[src/rtl/lfsr_operand_gen_pkg.sv]
// Shared types and constants for the LFSR operand generator.
package lfsr_operand_pkg;

    // Draw sequencer states; Busy is asserted in every state except IDLE.
    typedef enum logic [1:0] {
        IDLE   = 2'd0,
        DRAW_A = 2'd1,
        DRAW_B = 2'd2
    } draw_state_e;

    // Known maximal-length Galois feedback masks.
    localparam logic [3:0]  TAPS_4  = 4'hC;
    localparam logic [7:0]  TAPS_8  = 8'hB8;
    localparam logic [15:0] TAPS_16 = 16'hB400;

endpackage

[src/rtl/lfsr_operand_gen_galois.sv]
// Free-running Galois LFSR with seed loading and lock-up protection.
module lfsr_galois #(
    parameter int unsigned      WIDTH = 8,
    parameter logic [WIDTH-1:0] TAPS  = 8'hB8,
    parameter logic [WIDTH-1:0] SEED  = WIDTH'(1)
) (
    input  logic             Clock,
    input  logic             Reset,
    input  logic             Seed_Load,
    input  logic [WIDTH-1:0] Seed_In,
    output logic [WIDTH-1:0] State
);

    logic [WIDTH-1:0] state_q;
    logic [WIDTH-1:0] state_d;
    logic [WIDTH-1:0] step;

    // Next state: seed load wins over the step; a zero seed or a zero state
    // would lock the register up, so both fall back to SEED.
    always_comb begin
        step    = (state_q >> 1) ^ (state_q[0] ? TAPS : '0);
        state_d = step;
        if (Seed_Load) begin
            state_d = (Seed_In == '0) ? SEED : Seed_In;
        end else if (state_q == '0) begin
            state_d = SEED;
        end
    end

    // State register with synchronous active-low reset.
    always_ff @(posedge Clock) begin
        if (!Reset) begin
            state_q <= SEED;
        end else begin
            state_q <= state_d;
        end
    end

    assign State = state_q;

endmodule

[src/rtl/lfsr_operand_gen.sv]
// Operand generator: draws two operands bounded by a runtime maximum from a
// free-running LFSR, using rejection sampling and a Req/Busy/Valid handshake.
module lfsr_operand_gen
    import lfsr_operand_pkg::*;
#(
    parameter int unsigned      WIDTH = 8,
    parameter logic [WIDTH-1:0] TAPS  = TAPS_8,
    parameter logic [WIDTH-1:0] SEED  = WIDTH'(1)
) (
    input  logic             Clock,
    input  logic             Reset,
    input  logic             Seed_Load,
    input  logic [WIDTH-1:0] Seed_In,
    input  logic             Req,
    input  logic [WIDTH-1:0] Max_Value,
    output logic             Busy,
    output logic             Valid,
    output logic [WIDTH-1:0] Operand_A,
    output logic [WIDTH-1:0] Operand_B
);

    draw_state_e      state_q;
    logic [WIDTH-1:0] max_q;
    logic [WIDTH-1:0] a_q;
    logic [WIDTH-1:0] b_q;
    logic             valid_q;

    logic [WIDTH-1:0] lfsr_state;
    logic [WIDTH-1:0] candidate;
    logic             accept;

    lfsr_galois #(
        .WIDTH (WIDTH),
        .TAPS  (TAPS),
        .SEED  (SEED)
    ) u_lfsr (
        .Clock     (Clock),
        .Reset     (Reset),
        .Seed_Load (Seed_Load),
        .Seed_In   (Seed_In),
        .State     (lfsr_state)
    );

    // LFSR never holds zero, so lfsr-1 spans 0..2^WIDTH-2 uniformly.
    assign candidate = lfsr_state - WIDTH'(1);
    assign accept    = (candidate <= max_q);

    // Draw sequencer: accept Req when idle, then sample A and B, rejecting
    // candidates above the captured maximum; Valid pulses on B acceptance.
    always_ff @(posedge Clock) begin
        if (!Reset) begin
            state_q <= IDLE;
            max_q   <= '0;
            a_q     <= '0;
            b_q     <= '0;
            valid_q <= 1'b0;
        end else begin
            valid_q <= 1'b0;
            case (state_q)
                IDLE: begin
                    if (Req) begin
                        max_q   <= Max_Value;
                        state_q <= DRAW_A;
                    end
                end
                DRAW_A: begin
                    if (accept) begin
                        a_q     <= candidate;
                        state_q <= DRAW_B;
                    end
                end
                DRAW_B: begin
                    if (accept) begin
                        b_q     <= candidate;
                        valid_q <= 1'b1;
                        state_q <= IDLE;
                    end
                end
                default: state_q <= IDLE;
            endcase
        end
    end

    assign Busy      = (state_q != IDLE);
    assign Valid     = valid_q;
    assign Operand_A = a_q;
    assign Operand_B = b_q;

endmodule
[config.mk]
export PLATFORM = sky130hd
export DESIGN_NAME = lfsr_operand_gen
export DESIGN_NICKNAME = d
export VERILOG_FILES = /design/src/rtl/lfsr_operand_gen_pkg.sv /design/src/rtl/lfsr_operand_gen_galois.sv /design/src/rtl/lfsr_operand_gen.sv
export SDC_FILE = /design/constraint.sdc
export NUM_CORES = 1
export LEC_CHECK = 0
export CORE_ASPECT_RATIO = 0.75
export CORE_MARGIN = 4
export CORE_UTILIZATION = 45
export DETAILED_ROUTE_END_ITERATION = 7
export PLACE_DENSITY = 0.72
export SYNTH_ARGS = -nofsm -noshare
export SYNTH_HDL_FRONTEND = slang
export SYNTH_SLANG_ARGS = --single-unit
[constraint.sdc]
create_clock -name Clock -period 4.5 [get_ports Clock]
set_clock_uncertainty 0.15 [all_clocks]
set_input_delay 0.45 -clock Clock [delete_from_list [all_inputs] [get_ports Clock]]
set_output_delay 0.45 -clock Clock [all_outputs]
set_load 0.005 [all_outputs]
==> key figures, run 1 <==
Run status
  – Run status: finished, final reports clean

Place
  – Post-DP HPWL: 2.65 mm
  – RePlAce Congestion: around 0.84
  – DP Cell Count: between 200 and 300
  – Buffers on Ports: 37
  – Dpl ws: between 1.5 and 2 ns
  – Post-DP Area: 2150 µm²

Clocking
  – Hold buffer count at CTS: 0
  – PostCTS Resize Cnt: 0
  – CTS Buf Count: 5
  – Clock Path Buffers: 2
  – Number of clock sinks: 35
  – Root buffer cell: clkbuf_8
  – # H-tree levels: 2
  – Skew-Pair Late Insertion Delay: between 0.2 and 0.3 ns
  – Setup Fix Bufs, Post-CTS: 0
  – CTS tree: built
  – Clock Pin Slew Worst Setup and Hold Paths: around 0.070 ns

Cells and area
  – Count of nets after finishing: ~260
  – P&R area growth vs syn: 29.2%
  – Final Cell Area: approximately 2200 µm²
  – Number of antenna diodes: 0
  – Util after Layout: 0.610
  – Share of layout cells above drive strength 1: 0.0786
  – FF+latch area: between 700 and 800 µm²
  – Fillers: 320
  – Final Instance Count excl. Fillers: ~280
  – Multi-input gate area: between 900 and 1000 µm²
  – Most frequent cells in the layout: 44 x nand2_1, 37 x clkdlybuf4s50_1, 35 x dfxtp_1
  – Commonest non-fill, non-tap cell in the layout: nand2_1

Yosys
  – Synth Register Bits: 35
  – Syn Area/Cell: approximately 9 µm²
  – Sequential area share after synthesis: 0.403
  – Syn Nets: roughly 220
  – Netlist Area Pre-Place: 1740 µm²
  – Post-synthesis cell type with the largest combined area: dfxtp_1
  – Synth area leaders: dfxtp_1 40%, mux2i_1 11%, nand2_1 9.5%, ha_1 7.2%, a21boi_0 3.9%
  – Mapped Cells: 191
  – Synth top area share: 0.403
  – Synth warn: 0
  – Yosys cell types: 35

Detailed routing
  – DRT antenna net count: 0
  – Final wirelength: roughly 3.5 mm
  – DR DRC count: 0
  – Vias/cell: ~5
  – Iter 0 DRT Violations: 60
  – Pre-Repair DR Iteration Count: 4
  – DR vias: approximately 1400
  – WL/cell: approximately 13 µm

Floorplanning
  – Num ports: 38
  – Std cell rows: 19
  – Core Footprint: 3680 µm²
  – Initial Utilization: 0.472
  – Chip Width: about 80 µm
  – Die height: slightly above 60 µm
  – Die area: just under 5000 µm²

GRT
  – Largest net degree at the start of global routing: 35
  – First-pass GRT wire length: ~6 mm
  – Gr usage total: 0.157
  – GR Overflow Total: 0
  – Initial antenna violation count: 0
  – Vias in the first global route: ~1300

Pwr
  – Lkg Pwr: ~0.86 nW
  – Overall Power: ~0.78 mW
  – Worst vdd ir: roughly 160 µV
  – Pwr/cell area: 348 nW/µm²

Critical path
  – Critical Path Sink Type: register
  – Maximum fanout along the worst path: 9
  – Critical path startpoint category: register
  – Critical path class: register to register
  – Required @ worst endpoint: approximately 4.6 ns
  – Setup crit start: u_lfsr.State[0]$_SDFF_PN1_
  – Critical path arrival: slightly below 3 ns
  – R2R Path Start: u_lfsr.State[0]$_SDFF_PN1_

Timing
  – Hold Vio Cnt, Final: 0
  – RSZ-0062 raised after global routing: no
  – Max Transition Viols Final: 0
  – Final sum of negative setup slack: 0 ns
  – F_max: about 350 MHz
  – Ratio of final minimum period to clock period: 0.639
  – Final setup fails: 0
  – Relative slew slack: 0.309
  – Minimum clock period: 2.88 ns
  – Worst slew pin tran: 1.03 ns
  – Final setup margin: roughly 1.6 ns
  – Min Hold Slack: 0.305 ns

Min path
  – HP Class: register to register
  – Min-delay src: Operand_B[1]$_SDFFE_PN0P_

Run
  – MaxCap Viol Count: 0
## cell usage after synthesis (all sizes together)
| cell type | instances |
|---|---|
| nor4 | 3 |
| buf | 3 |
| inv | 12 |
| a22oi | 4 |
| nor3 | 2 |
| o21ai | 2 |
| ha | 10 |
| a21oi | 3 |
| nor2 | 5 |
| a211oi | 1 |
| a21boi | 9 |
| nand3 | 1 |
| mux2i | 19 |
| nand2 | 44 |
| o21a | 1 |
| nand4 | 2 |
| nor2b | 8 |
| a31oi | 1 |
| and2 | 3 |
| a21o | 1 |
| xnor2 | 3 |
| xor2 | 6 |
| o211a | 1 |
| nor3b | 1 |
| clkbuf | 7 |
| nor4b | 2 |
| dfxtp | 35 |
| or4 | 1 |
| o211ai | 1 |
## critical path, cell delays in order, from the launching register on
cell     delay [ns]
dfxtp_1        0.55
inv_1          0.14
ha_1           0.26
xor2_1         0.18
ha_1           0.32
nand4_1        0.16
nor2_4         0.14
a21oi_2        0.07
nor4_2         0.38
buf_4          0.26
mux2i_1        0.19
## sequential cells by signal (all words and copies together) (netlist names)
register      count
Valid             1
max_q             8
u_lfsr.State      8
Operand_A         8
state_q           2
Operand_B         8
## cell type report
class,count,area share
multi-input cells,134,0.419
flip-flops and latches,35,0.312
repair buffers,40,0.175
clock buffers,8,0.0446
inverters,12,0.0201
well taps,52,0.0290
## routing by layer
metal / vias to the layer above / GRT usage / share of wire
met5: - / 0 / 0
met4: 0 / 0.0651 / 0.011
met3: 5 / 0.0418 / 0.062
met2: 38 / 0.247 / 0.42
met1: 617 / 0.208 / 0.51
li1: 715 / - / -
## cells by family after synthesis
logic type	synth area share
multiplexers	0.109
buffers and inverters	0.0547
flip-flops	0.403
adder cells (fa/ha/maj)	0.0720
AO/OA/AOI/OAI	0.102
XOR/XNOR	0.0454
AND/OR/NAND/NOR	0.213
## worst paths after layout
kind | cells after the start | slack, ns | to
max | 10 | 1.62 | Operand_A[2]$_SDFFE_PN0P_
min | 2 | 0.30 | Operand_B[1]$_SDFFE_PN0P_
max reg2reg | 10 | 1.62 | Operand_A[2]$_SDFFE_PN0P_
min reg2reg | 2 | 0.30 | Operand_B[1]$_SDFFE_PN0P_
## power breakdown
| part | total, mW | switching (mW) | leakage [nW] | internal [mW] |
|---|---|---|---|---|
| Clock | 0.245 | 0.106 | 0.0515 | 0.140 |
| Combinational | 0.187 | 0.0944 | 0.523 | 0.0927 |
| Sequential | 0.350 | 0.0184 | 0.286 | 0.332 |
No activity file was read; power rests on OpenSTA's default activity.
==> run 2: changes to the inputs <==
- clock period: 4.5 -> 2.8 ns (I/O delays scaled with it)
==> key figures, run 2 (synthesis gave the netlist of run 1 again) <==
Run status
  – Run status: finished, final reports clean

Floorplanning
  – Die height: 61.8 µm (unchanged)
  – Chip Width: 79.8 µm (unchanged)
  – Core Footprint: 3680 µm² (unchanged)
  – Std cell rows: 19 (unchanged)
  – Die area: 4930 µm² (unchanged)
  – Num ports: 38 (unchanged)
  – Initial Utilization: 0.472 (unchanged)

Critical path
  – Crit path max-delay cell type: dfxtp_1
  – Critical path arrival: 2.72 ns (-0.22 ns)
  – Crit path largest cell delay: 0.38 ns (-0.17 ns)
  – Critical path startpoint category: register
  – Maximum fanout along the worst path: 6 (-3)
  – R2R cell count: 10 (unchanged)
  – Critical Path Stages: 10 (unchanged)
  – CP Buf/Inv Count: 1 (-1)
  – Critical path class: register to register
  – Worst-path cell chain: nor2_1, nor4b_4, xor2_1, ha_1, a21o_1, nand3_1, a21oi_2, nor4_2, buf_4, mux2i_1
  – Critical Path Sink Type: register
  – Delay-heaviest family, CP: simple AND/OR/NAND/NOR gates
  – Required @ worst endpoint: 2.87 ns (-1.69 ns)

Clocking
  – # H-tree levels: 2 (unchanged)
  – CTS Buf Count: 5 (unchanged)
  – Number of clock sinks: 35 (unchanged)
  – Clock Path Buffers: 2 (unchanged)
  – Clock Pin Slew Worst Setup and Hold Paths: 0.07 ns (about the same)
  – Skew-Pair Late Insertion Delay: 0.28 ns (about the same)
  – Hold buffer count at CTS: 0 (unchanged)
  – Root buffer cell: clkbuf_8
  – CTS tree: built

Detailed routing
  – WL/cell: 12.3 µm (-1.2%)
  – Met3 Routed Length: 209 µm (-4.6%)
  – Iter 0 DRT Violations: 39 (-35%)
  – Pre-Repair DR Iteration Count: 4 (unchanged)
  – Met1 WL: 1.66 mm (-7.3%)
  – DR DRC count: 0 (unchanged)
  – DR vias: 1380 (+0.36%)
  – DRT antenna net count: 0 (unchanged)
  – DR top layer: met4
  – Met2 WL post-DR: 1.60 mm (+9.0%)
  – Final wirelength: 3.52 mm (+0.17%)
  – Vias/cell: 4.84 (-1.0%)

Place
  – Post-DP HPWL: 2.66 mm (+0.58%)
  – Buffers on Ports: 37 (unchanged)
  – Post-DP Area: 2160 µm² (+0.70%)
  – RePlAce Congestion: 0.799 (-4.8%)

Run
  – MaxCap Viol Count: 0 (unchanged)

Timing
  – Hold Vio Cnt, Final: 0 (unchanged)
  – Minimum clock period: 2.66 ns (-0.220 ns)
  – Relative slew slack: 0.695 (+0.386)
  – Min Hold Slack: 0.306 ns (+0.00147 ns)
  – Worst slew pin tran: 0.455 ns (-0.578 ns)
  – Ratio of final minimum period to clock period: 0.949 (+0.310)
  – Max Transition Viols Final: 0 (unchanged)
  – Final setup fails: 0 (unchanged)
  – F_max: 376 MHz (+8.3%)
  – Final sum of negative setup slack: 0 ns (unchanged)

Cells and area
  – Final Cell Area: 2300 µm² (+2.3%)
  – P&R area growth vs syn: 32.3%
  – Share of layout cells above drive strength 1: 0.120 (+0.0416)
  – Number of antenna diodes: 0 (unchanged)
  – Most frequent cells in the layout: 44 x nand2_1, 37 x clkdlybuf4s50_1, 31 x dfxtp_1
  – Commonest non-fill, non-tap cell in the layout: nand2_1
  – Count of nets after finishing: 262 (+1.6%)

GRT
  – Gr usage total: 0.146 (-0.0106)
  – Largest net degree at the start of global routing: 44 (+26%)
  – First-pass GRT wire length: 5.42 mm (-8.0%)
  – Vias in the first global route: 1196 (-8.4%)
  – Initial antenna violation count: 0 (unchanged)
  – GR Overflow Total: 0 (unchanged)

Min path
  – WHS Path Cells: 2 (unchanged)
  – HP Class: register to register

Pwr
  – Worst vdd ir: 302 µV (+88%)
  – Lkg Pwr: 0.892 nW (+3.6%)
  – Pwr/cell area: 538 nW/µm² (+54%)
  – Overall Power: 1.24 mW (+58%)
-- run 2: through the flow --
| step | setup slack (ns) | std cells | utilization |
|---|---|---|---|
| final | 0.143 | 285 | 0.624 |
| after global routing | -0.0343 | 285 | 0.624 |
| after CTS | 0.0903 | 283 | 0.609 |
| after detailed placement | 0.115 | 275 | 0.586 |
| after global placement | 0.158 | 275 | 0.586 |
| after floorplan | 0.378 | 191 | - |
-- run 2: final cells by class --
| cell class | instances | area [µm²] |
|---|---|---|
| inverters | 12 | 45.0 |
| clock inverters | 3 | 15.0 |
| well taps | 52 | 65.1 |
| clock buffers | 5 | 68.8 |
| repair buffers | 44 | 423 |
| flip-flops and latches | 35 | 706 |
| multi-input cells | 134 | 976 |
| fillers | 315 | 1390 |
-- run 2: path summary, 6_finish.rpt --
path / end / start / slack (ns)
min reg2reg: Operand_A[4]$_SDFFE_PN0P_ / Operand_A[4]$_SDFFE_PN0P_ / 0.31
min: Operand_A[4]$_SDFFE_PN0P_ / Operand_A[4]$_SDFFE_PN0P_ / 0.31
max reg2reg: Operand_A[2]$_SDFFE_PN0P_ / u_lfsr.State[3]$_SDFF_PN0_ / 0.14
max: Operand_A[2]$_SDFFE_PN0P_ / u_lfsr.State[3]$_SDFF_PN0_ / 0.14
-- run 2: timing repair --
item | in CTS | in global routing
setup endpoints to repair | 0 | 16
buffers inserted | 0 | 2
gates resized for setup | 0 | 8
-- run 2: per-layer routing --
layer | vias to the layer above | GRT usage
met5 | - | 0
met4 | 0 | 0.0651
met3 | 7 | 0.0476
met2 | 34 | 0.228
met1 | 616 | 0.189
li1 | 723 | -
-- run 2: report_power, final --
part           internal [mW]  switching, mW
Combinational          0.167          0.159
Sequential             0.534         0.0311
Clock                  0.170          0.175
Total                  0.871          0.365
-- run 2: worst reg2reg max path, stage by stage (launching register included) --
cell	delay, ns
dfxtp_1	0.38
nor2_1	0.17
nor4b_4	0.22
xor2_1	0.27
ha_1	0.29
a21o_1	0.18
nand3_1	0.10
a21oi_2	0.09
nor4_2	0.32
buf_4	0.22
mux2i_1	0.19
